`config.mk`:
```
export PLATFORM = sky130hd
export DESIGN_NAME = freq_counter_top
export DESIGN_NICKNAME = d
export VERILOG_FILES = /design/src/rtl/freq_counter_top.sv
export SDC_FILE = /design/constraint.sdc
export NUM_CORES = 1
export LEC_CHECK = 0
export BUFFER_PORTS_ARGS = -buffer_cell sky130_fd_sc_hd__buf_2
export CORE_UTILIZATION = 40
export DETAILED_ROUTE_END_ITERATION = 7
export PLACE_DENSITY = 0.5
export SYNTH_ARGS = -nofsm -noshare
export SYNTH_HDL_FRONTEND = slang
export SYNTH_SLANG_ARGS = --single-unit
```
`constraint.sdc`:
```
create_clock -name clk -period 6.1 [get_ports clk]
set_clock_uncertainty 0.2 [all_clocks]
set_input_delay 1.22 -clock clk [delete_from_list [all_inputs] [get_ports clk]]
set_output_delay 1.22 -clock clk [all_outputs]
set_load 0.02 [all_outputs]
```
`src/rtl/freq_counter_top.sv`:
```
// Single-channel frequency/duty meter: gated edge and high-time counting, divider plus
// double-dabble conversion, and a scanned 8-digit display driven through two 74HC595s.
module freq_counter_top #(
  parameter int CLK_FREQ    = 50000000,
  parameter int GATE_CYCLES = CLK_FREQ,
  parameter int SCLK_HALF   = 2,
  parameter int SCAN_CYCLES = 50000
) (
  input  logic clk,
  input  logic rst_n,
  input  logic signal_in,
  output logic rclk,
  output logic sclk,
  output logic dio
);

  // Conversion sequencer
  // state  | meaning
  // C_IDLE | waiting for conv_start
  // C_DIV  | restoring divide of high time * 100 by the gate length
  // C_PREP | clamp duty, load binary operands for BCD
  // C_BCD  | double-dabble, freq and duty in parallel
  // C_DONE | atomically publish both results to the display
  //
  // Serialiser
  // state   | meaning
  // S_IDLE  | no frame in progress
  // S_LOW   | sclk low, dio carries the current bit
  // S_HIGH  | sclk high, shift register clocks the bit
  // S_LATCH | rclk high, frame moved to the output stage

  localparam int DIV_W = 39;
  localparam int SCAN_W = $clog2(SCAN_CYCLES + 1);
  localparam int HALF_W = $clog2(SCLK_HALF + 1);
  localparam logic [31:0] GATE_LAST = 32'(GATE_CYCLES - 1);
  localparam logic [32:0] DIVISOR = 33'(GATE_CYCLES);
  localparam logic [31:0] DIVISOR_LO = 32'(GATE_CYCLES);
  localparam logic [SCAN_W-1:0] SCAN_LAST = SCAN_W'(SCAN_CYCLES - 1);
  localparam logic [HALF_W-1:0] HALF_LAST = HALF_W'(SCLK_HALF - 1);

  typedef enum logic [2:0] {C_IDLE, C_DIV, C_PREP, C_BCD, C_DONE} cnv_state_t;
  typedef enum logic [2:0] {
    S_IDLE  = 3'b000,
    S_LOW   = 3'b001,
    S_HIGH  = 3'b010,
    S_LATCH = 3'b100
  } ser_state_t;

  function automatic logic [23:0] dd_adj6(input logic [23:0] b);
    logic [23:0] r;
    r = b;
    for (int i = 0; i < 6; i++)
      if (r[i*4 +: 4] >= 4'd5) r[i*4 +: 4] = r[i*4 +: 4] + 4'd3;
    return r;
  endfunction

  function automatic logic [7:0] dd_adj2(input logic [7:0] b);
    logic [7:0] r;
    r = b;
    for (int i = 0; i < 2; i++)
      if (r[i*4 +: 4] >= 4'd5) r[i*4 +: 4] = r[i*4 +: 4] + 4'd3;
    return r;
  endfunction

  function automatic logic [7:0] seg_code(input logic [3:0] d);
    case (d)
      4'd0: return 8'hC0;
      4'd1: return 8'hF9;
      4'd2: return 8'hA4;
      4'd3: return 8'hB0;
      4'd4: return 8'h99;
      4'd5: return 8'h92;
      4'd6: return 8'h82;
      4'd7: return 8'hF8;
      4'd8: return 8'h80;
      4'd9: return 8'h90;
      default: return 8'hFF;
    endcase
  endfunction

  logic s1, s2, s3, rise;

  always_ff @(posedge clk) begin
    if (!rst_n) begin
      s1 <= 1'b0;
      s2 <= 1'b0;
      s3 <= 1'b0;
    end else begin
      s1 <= signal_in;
      s2 <= s1;
      s3 <= s2;
    end
  end

  assign rise = s2 & ~s3;

  logic [31:0] gate_tmr, edge_cnt, high_cnt, edge_sum, high_sum, high_latch;
  logic [19:0] freq_latch;
  logic        conv_start;

  assign edge_sum = edge_cnt + 32'(rise);
  assign high_sum = high_cnt + 32'(s2);

  always_ff @(posedge clk) begin
    if (!rst_n) begin
      gate_tmr   <= GATE_LAST;
      edge_cnt   <= '0;
      high_cnt   <= '0;
      freq_latch <= '0;
      high_latch <= '0;
      conv_start <= 1'b0;
    end else begin
      conv_start <= 1'b0;
      if (gate_tmr == '0) begin
        gate_tmr   <= GATE_LAST;
        edge_cnt   <= '0;
        high_cnt   <= '0;
        freq_latch <= (edge_sum > 32'd999999) ? 20'd999999 : edge_sum[19:0];
        high_latch <= high_sum;
        conv_start <= 1'b1;
      end else begin
        gate_tmr <= gate_tmr - 32'd1;
        edge_cnt <= edge_sum;
        high_cnt <= high_sum;
      end
    end
  end

  cnv_state_t cnv_state, cnv_next;
  logic [5:0]       step_cnt;
  logic [31:0]      rem, rem_next;
  logic [32:0]      rem_shift;
  logic             q_bit;
  logic [DIV_W-1:0] dvd;
  logic [6:0]       duty_q;
  logic [19:0]      fbin, dbin;
  logic [23:0]      fbcd, fbcd_adj;
  logic [7:0]       dbcd, dbcd_adj;
  logic [31:0]      disp_bcd;
  logic             div_load, div_step, bcd_load, bcd_step, disp_load;

  always_ff @(posedge clk) begin
    if (!rst_n) cnv_state <= C_IDLE;
    else        cnv_state <= cnv_next;
  end

  always_comb begin
    cnv_next = cnv_state;
    case (cnv_state)
      C_IDLE:  if (conv_start) cnv_next = C_DIV;
      C_DIV:   if (step_cnt == '0) cnv_next = C_PREP;
      C_PREP:  cnv_next = C_BCD;
      C_BCD:   if (step_cnt == '0) cnv_next = C_DONE;
      C_DONE:  cnv_next = C_IDLE;
      default: cnv_next = C_IDLE;
    endcase
  end

  always_comb begin
    div_load  = (cnv_state == C_IDLE) && conv_start;
    div_step  = (cnv_state == C_DIV);
    bcd_load  = (cnv_state == C_PREP);
    bcd_step  = (cnv_state == C_BCD);
    disp_load = (cnv_state == C_DONE);
  end

  assign rem_shift = {rem, dvd[DIV_W-1]};
  assign q_bit     = (rem_shift >= DIVISOR);
  assign rem_next  = q_bit ? (rem_shift[31:0] - DIVISOR_LO) : rem_shift[31:0];
  // Full-on input gives exactly 100 %, which the two-digit display cannot show.
  assign duty_q    = (dvd > DIV_W'(99)) ? 7'd99 : dvd[6:0];
  assign fbcd_adj  = dd_adj6(fbcd);
  assign dbcd_adj  = dd_adj2(dbcd);

  always_ff @(posedge clk) begin
    if (!rst_n) begin
      step_cnt <= '0;
      rem      <= '0;
      dvd      <= '0;
      fbin     <= '0;
      dbin     <= '0;
      fbcd     <= '0;
      dbcd     <= '0;
      disp_bcd <= '0;
    end else begin
      if (div_load) begin
        rem      <= '0;
        dvd      <= DIV_W'(high_latch) * DIV_W'(100);
        step_cnt <= 6'(DIV_W - 1);
      end else if (div_step) begin
        rem      <= rem_next;
        dvd      <= {dvd[DIV_W-2:0], q_bit};
        step_cnt <= step_cnt - 6'd1;
      end else if (bcd_load) begin
        fbin     <= freq_latch;
        dbin     <= 20'(duty_q);
        fbcd     <= '0;
        dbcd     <= '0;
        step_cnt <= 6'd19;
      end else if (bcd_step) begin
        fbcd     <= (fbcd_adj << 1) | 24'(fbin[19]);
        dbcd     <= (dbcd_adj << 1) | 8'(dbin[19]);
        fbin     <= fbin << 1;
        dbin     <= dbin << 1;
        step_cnt <= step_cnt - 6'd1;
      end
      if (disp_load) disp_bcd <= {fbcd, dbcd};
    end
  end

  ser_state_t ser_state, ser_next;
  logic [SCAN_W-1:0] scan_tmr;
  logic [2:0]        digit_idx;
  logic              frame_req, frame_go;
  logic [3:0]        digit_val;
  logic [15:0]       frame_word, shreg;
  logic [3:0]        bit_cnt;
  logic [HALF_W-1:0] ser_tmr;

  assign frame_go   = frame_req && (ser_state == S_IDLE);
  assign digit_val  = disp_bcd[{digit_idx, 2'b00} +: 4];
  assign frame_word = {seg_code(digit_val), 8'd1 << digit_idx};

  always_ff @(posedge clk) begin
    if (!rst_n) begin
      scan_tmr  <= SCAN_LAST;
      digit_idx <= '0;
      frame_req <= 1'b1;
    end else if (scan_tmr == '0) begin
      scan_tmr  <= SCAN_LAST;
      digit_idx <= digit_idx + 3'd1;
      frame_req <= 1'b1;
    end else begin
      scan_tmr <= scan_tmr - SCAN_W'(1);
      if (frame_go) frame_req <= 1'b0;
    end
  end

  always_ff @(posedge clk) begin
    if (!rst_n) ser_state <= S_IDLE;
    else        ser_state <= ser_next;
  end

  always_comb begin
    ser_next = ser_state;
    case (ser_state)
      S_IDLE:  if (frame_req) ser_next = S_LOW;
      S_LOW:   if (ser_tmr == '0) ser_next = S_HIGH;
      S_HIGH:  if (ser_tmr == '0) ser_next = (bit_cnt == 4'd15) ? S_LATCH : S_LOW;
      S_LATCH: if (ser_tmr == '0) ser_next = S_IDLE;
      default: ser_next = S_IDLE;
    endcase
  end

  // sclk and rclk are single state bits so the pins cannot glitch on state changes.
  always_comb begin
    sclk = ser_state[1];
    rclk = ser_state[2];
    dio  = shreg[15];
  end

  always_ff @(posedge clk) begin
    if (!rst_n) begin
      shreg   <= '0;
      bit_cnt <= '0;
      ser_tmr <= '0;
    end else if (frame_go) begin
      shreg   <= frame_word;
      bit_cnt <= '0;
      ser_tmr <= HALF_LAST;
    end else if (ser_state != S_IDLE) begin
      if (ser_tmr == '0) begin
        ser_tmr <= HALF_LAST;
        if (ser_state == S_HIGH) begin
          shreg   <= shreg << 1;
          bit_cnt <= bit_cnt + 4'd1;
        end
      end else begin
        ser_tmr <= ser_tmr - HALF_W'(1);
      end
    end
  end

endmodule

```
=== Word level (Yosys, flattened, before mapping) ===
Memories as Yosys holds them, arrays and structs flattened.
Cells that the tools add are included.

* $add $sub $neg: 17
* $mul: 1
* Magnitude comparators: 11
* Equal/unequal tests: 15
* Shifts and indexed selects: 2
* Multiplexer cells: 43
* Bitwise gates (word level): 7
* Reduce and logical (&&, ||, !) cells: 25

{| class="wikitable"
|+ Operator list
! cell !! count
|-
| two-way mux 20 bit || 5
|-
| two-way mux 39 bit || 2
|-
| adder 32 x 1 -> 32 bit || 2
|-
| two-way mux 16 bit || 4
|-
| two-way mux 24 bit || 2
|-
| > comparator 39 x 7 -> 1 bit, second input constant || 1
|-
| multiplier 32 x 5 -> 37 bit, second input constant || 1
|-
| greater-or-equal comparator 33 x 26 -> 1 bit, second input constant || 1
|-
| greater-or-equal comparator 4 x 3 -> 1 bit, second input constant || 8
|-
| > comparator 32 x 20 -> 1 bit, second input constant || 1
|-
| zero test 32 bit || 1
|-
| two-way mux 32 bit || 1
|-
| indexed part select 32 x 6 -> 4 bit || 1
|-
| subtractor 32 x 1 -> 32 bit, second input constant || 1
|-
| subtractor 32 x 26 -> 32 bit, second input constant || 1
|-
| two-way mux 3 bit || 10
|-
| adder 4 x 2 -> 4 bit, second input constant || 6
|-
| two-way mux 4 bit || 6
|-
| two-way mux 6 bit || 4
|-
| bitwise OR 24 x 1 -> 24 bit || 1
|-
| one-hot mux 3 bit (4 select lines) || 2
|-
| zero test 16 bit || 1
|-
| two-way mux 8 bit || 2
|-
| subtractor 16 x 1 -> 16 bit, second input constant || 1
|-
| other kinds (28) || 56
|}

* Register bits after elaboration: 381
* Memory bits (read-only): 112
* Input bits: 3
* Output and inout port bits: 3
* Logic and storage cells: 150
* Memories kept: 1

{| class="wikitable"
|+ Memories
! memory !! words !! bits a word !! read ports !! clocked after memory_dff !! write ports !! line !! source
|-
| (name not given) || 16 || 7 || 1 || 0 || 0 || 66 || <nowiki>case (d)</nowiki>
|}

=== Logic depth before layout (Yosys ltp) ===
* Depth after elaboration: 5
* Depth in mapped cells: 15
* Gate-level depth less buffers: 14

=== Worst setup path after synthesis ===
Ideal clock, no wire load.

* Kind: register -> register
* Start: reg high_latch[4]
* End: reg dvd[38]
* Library setup time: 0.092 ns
* Data arrival time: 3.803 ns
* Required time: 5.808 ns
* Slack: 2.005 ns
* Stages on the path, launching flop included: 13
* Path buffers: 0
* Clock period less this slack: 4.095 ns
* Cell sequence: dfxtp_1 > ha_1 > ha_1 > fa_1 > ha_1 > a21o_1 > a221oi_1 > o311ai_0 > a31o_2 > a211o_1 > a21o_1 > and4_1 > o32ai_1

* Longest elaborated chain between the ends: 2

{| class="wikitable"
|+ RTL lines
! what !! line !! source
|-
| from (decl) || 97 || <nowiki>logic [31:0] gate_tmr, edge_cnt, high_cnt, edge_sum, high_sum, high_latch;</nowiki>
|-
| from (signal assigned) || 119 || <nowiki>high_latch <= high_sum;</nowiki>
|-
| multiplier 32 x 5 -> 37 bit || 188 || <nowiki>dvd <= DIV_W'(high_latch) * DIV_W'(100);</nowiki>
|-
| two-way mux 39 bit || 186 || <nowiki>if (div_load) begin</nowiki>
|-
| to (signal assigned) || 188 ||
|-
| to (signal assigned) || 192 || <nowiki>dvd <= {dvd[DIV_W-2:0], q_bit};</nowiki>
|-
| to (decl) || 134 || <nowiki>logic [DIV_W-1:0] dvd;</nowiki>
|}

Every way passes these cells.
A chain may end at the register's enable or synchronous reset.

=== Final worst setup path ===
* Start: reg high_latch[3]
* End: reg dvd[33]

Same word-level chain as after synthesis.

==> run metrics <==
Slowest-stage cell, CP a2111oi_0; final setup TNS 0 ps; Fin. Hold Viols 0; first-pass GRT wire length approximately 75,000 um; Synth Area in XOR/XNOR between 7 and 8%; Initial Util 40.5%; Sw Pwr around 1300 uW; detailed placer's ending HPWL between 20,000 and 30,000 um; Seq/Total Area, Yosys 37.5%; clk sinks about 380; Yosys cell types 79; reg2reg setup slack approximately 1600 ps; Setup crit start kind flop; fin nets ~2,500; RSZ-0062 raised after global routing false; cell with the most instances after synthesis dfxtp_1; vias in the first global route 15,200; relative slew slack a little under a quarter; multiplexer share of the synthesized area a little under 3%; 1st-pass router iterations 5; Worst VDD drop between 0.15 and 0.2 mV; Worst Hold End scan_tmr[0]; Final Power between 5000 and 6000 uW; Hold Path Depth 1; Final GP Congestion roughly 0.8; Max Clk Rate approximately 220 MHz; DR WL/cell roughly 14 um; layout cells sized above 1 under 10%; top cell type's share of synthesized area 37.5%; placed instance area 20,800 um2; yosys warns 0; Max H-tree Level 2; Final Setup Violations 0; Layout fillers just under 5,000; largest net degree at the start of global routing 72; # DRC 0; R2R Path Start high_latch[3]; Worst Reg2Reg Path Length in Cells 14; post-synthesis register bit count 381; Post-Route WL 44,000 um; Std-Cell Rows 82; ant diodes 0; min-delay src scan_tmr[0]; Net Count, Synth around 2,600; Reg-to-Reg End dvd[33]; CP delay by family, top compound AO/OA/AOI/OAI gates; cell mode on critical path ha_1; Worst Tran Pin Value between 1000 and 1500 ps; crit path kind flop to flop; Max clock buf depth 3; clock transition at the registers of the reported paths ~60 ps; CP Cell Sequence ha_1 -> ha_1 -> inv_1 -> fa_1 -> inv_1 -> ha_1 -> nand3_1 -> a211o_1 -> a2111oi_0 -> o31ai_1 -> o41ai_1 -> a21oi_1 -> nor3b_1 -> a2111oi_0; Internal approximately 4200 uW; min cycle time layout between 4000 and 5000 ps; vias ~16,000; Logic pwr share 6.8%; crit share post-route about 74%; crit path DAT 4750 ps; area leader, netlist dfxtp_1; Layout Utilization between 40 and 50%; CP Capture Type flop; Resized cells post-CTS 0; top cells by area, synth dfxtp_1 38%, ha_1 8.4%, nand2_1 5.5%; mean post-synth cell area about 8.4 um2; switching share of power about a quarter; total track usage 17.4%; worst hold path type flop to flop; gr ovfl total 0; Cell Pwr Density around 250 nW/um2; post-route ant nets 0; commonest cells in the netlist 381 x dfxtp_1, 297 x nand2_1, 263 x nor2_1, 169 x inv_1, 166 x a21oi_1; clock share of power roughly 47%; Skew-Pair Late Insertion Delay 570 ps; Die Width approximately 230 um; Gate Count Post-Synth about 2,400; Via density approximately 5.2; prevailing post-synth register cell dfxtp_1; CP max FO 5; final cell count without fillers around 3,100; Synth Area in Adders ~11%; Pleak about 0.009 uW; die area 51,800 um2; clock buffer count from CTS 45; setup repair bufs after CTS 0; root buffer selected by CTS clkbuf_16; WP data required between 6000 and 7000 ps; PortBufs 5; Synth Area in Simple Gates 19.8%; max-slew violation count 0; Post-synth EDFFs 0; initial antenna violation count 0; crit path buf inv count 2; largest family of logic cells by synthesized area simple AND/OR/NAND/NOR gates; core area approximately 50,000 um2; hold_buf cts 0; status complete, no violations; DR iter-0 viols 773; Syn-to-layout area delta 9.09%; max_cap viols 0; Crit path largest cell delay 580 ps; TritonCTS clock tree yes; post-synthesis compound-gate area fraction 15.4%; fin area between 20,000 and 25,000 um2; Placed Cells between 2,000 and 3,000; Syn Std Cell Area 20,300 um2; IO Pins 6; Die Ht ~230 um; post-synthesis async set-or-reset flop share 0%; Reg power frac 46.7%
-- how the worst max path moves through the flow --
stage / start / endpoint / slack [ps] / depth (start not counted)
floorplan: high_latch[4] / dvd[38] / 2010 / 12
global placement: high_latch[6] / dvd[35] / 1700 / 14
detailed placement: high_latch[6] / dvd[33] / 1540 / 14
CTS: high_latch[6] / dvd[33] / 1510 / 14
global route: high_latch[6] / dvd[33] / 1180 / 14
finish: high_latch[3] / dvd[33] / 1600 / 14
-- cell families (layout without fill, tap and decap cells) --
logic type               after synthesis  count (layout)
multiplexers                          50              50
adder cells (fa/ha/maj)              164             164
XOR/XNOR                             167             167
AO/OA/AOI/OAI                        479             479
flip-flops                           381             381
buffers and inverters                305             273
AND/OR/NAND/NOR                      873             873
-- power groups by stage --
stage / clock (uW) / sequential, uW / combinational (uW)
2_1_floorplan: 0 / 2630 / 307
3_3_place_gp: 0 / 2640 / 377
3_5_place_dp: 0 / 2640 / 382
4_1_cts: 2670 / 2590 / 384
5_1_grt: 2780 / 2600 / 428
6_report: 2580 / 2590 / 377
-- metrics by stage --
stage	setup WS, ps	hold WS (ps)
6_report	1600	201
5_1_grt	1180	223
4_1_cts	1510	205
3_5_place_dp	1540	192
3_3_place_gp	1700	183
2_1_floorplan	2010	171
-- flip-flops by register name, summed over array words and instances (netlist names), 24 cells and up --
| name | flops |
|---|---|
| dvd | 39 |
| disp_bcd | 32 |
| edge_cnt | 32 |
| gate_tmr | 32 |
| high_cnt | 32 |
| high_latch | 32 |
| rem | 32 |
| fbcd | 24 |
-- metal layers --
layer  part of all wire, %  wire length [um]  vias up  GRT usage, %
met5                     0                 0        -             0
met4                   1.9               817        0          5.11
met3                   3.0              1320       52          2.59
met2                    44             19200      147          27.4
met1                    52             22700     7507          24.5
li1                      -                 -     8200             -
-- cell usage in the layout (no fill, tap or decap), types with 9 or more instances in the layout --
| cell type | count |
|---|---|
| a211oi_1 | 30 |
| a211oi_2 | 17 |
| a21o_1 | 18 |
| a21oi_1 | 166 |
| a22oi_1 | 35 |
| a311oi_1 | 26 |
| a31oi_1 | 19 |
| and2_1 | 18 |
| and3_1 | 37 |
| buf_4 | 19 |
| clkbuf_1 | 18 |
| clkbuf_16 | 47 |
| dfxtp_1 | 381 |
| fa_1 | 27 |
| ha_1 | 137 |
| inv_1 | 168 |
| mux2i_1 | 39 |
| nand2_1 | 297 |
| nand2b_1 | 16 |
| nand3_1 | 62 |
| nand4_1 | 19 |
| nor2_1 | 263 |
| nor2_2 | 10 |
| nor3_1 | 55 |
| nor4_1 | 27 |
| o21ai_0 | 84 |
| or3_1 | 9 |
| or4_1 | 9 |
| xnor2_1 | 88 |
| xor2_1 | 79 |
-- worst reg2reg max path: stages (launching register included) --
cell       delay [ps]
dfxtp_1           410
ha_1              260
ha_1              280
inv_1              50
fa_1              500
inv_1              40
ha_1              360
nand3_1            90
a211o_1           310
a2111oi_0         580
o31ai_1           240
o41ai_1           430
a21oi_1           160
nor3b_1           160
a2111oi_0         330
-- area by class of cell --
| cell class | count | area (um2) | share of cell area (%) |
|---|---|---|---|
| repair buffers | 24 | 168 | 0.756 |
| inverters | 170 | 643 | 2.90 |
| well taps | 672 | 841 | 3.79 |
| flip-flops and latches | 381 | 7630 | 34.4 |
| clock inverters | 8 | 75.1 | 0.338 |
| clock buffers | 71 | 1330 | 5.98 |
| multi-input cells | 1733 | 11500 | 51.9 |
Note: power is estimated with default switching activity, not from simulation.
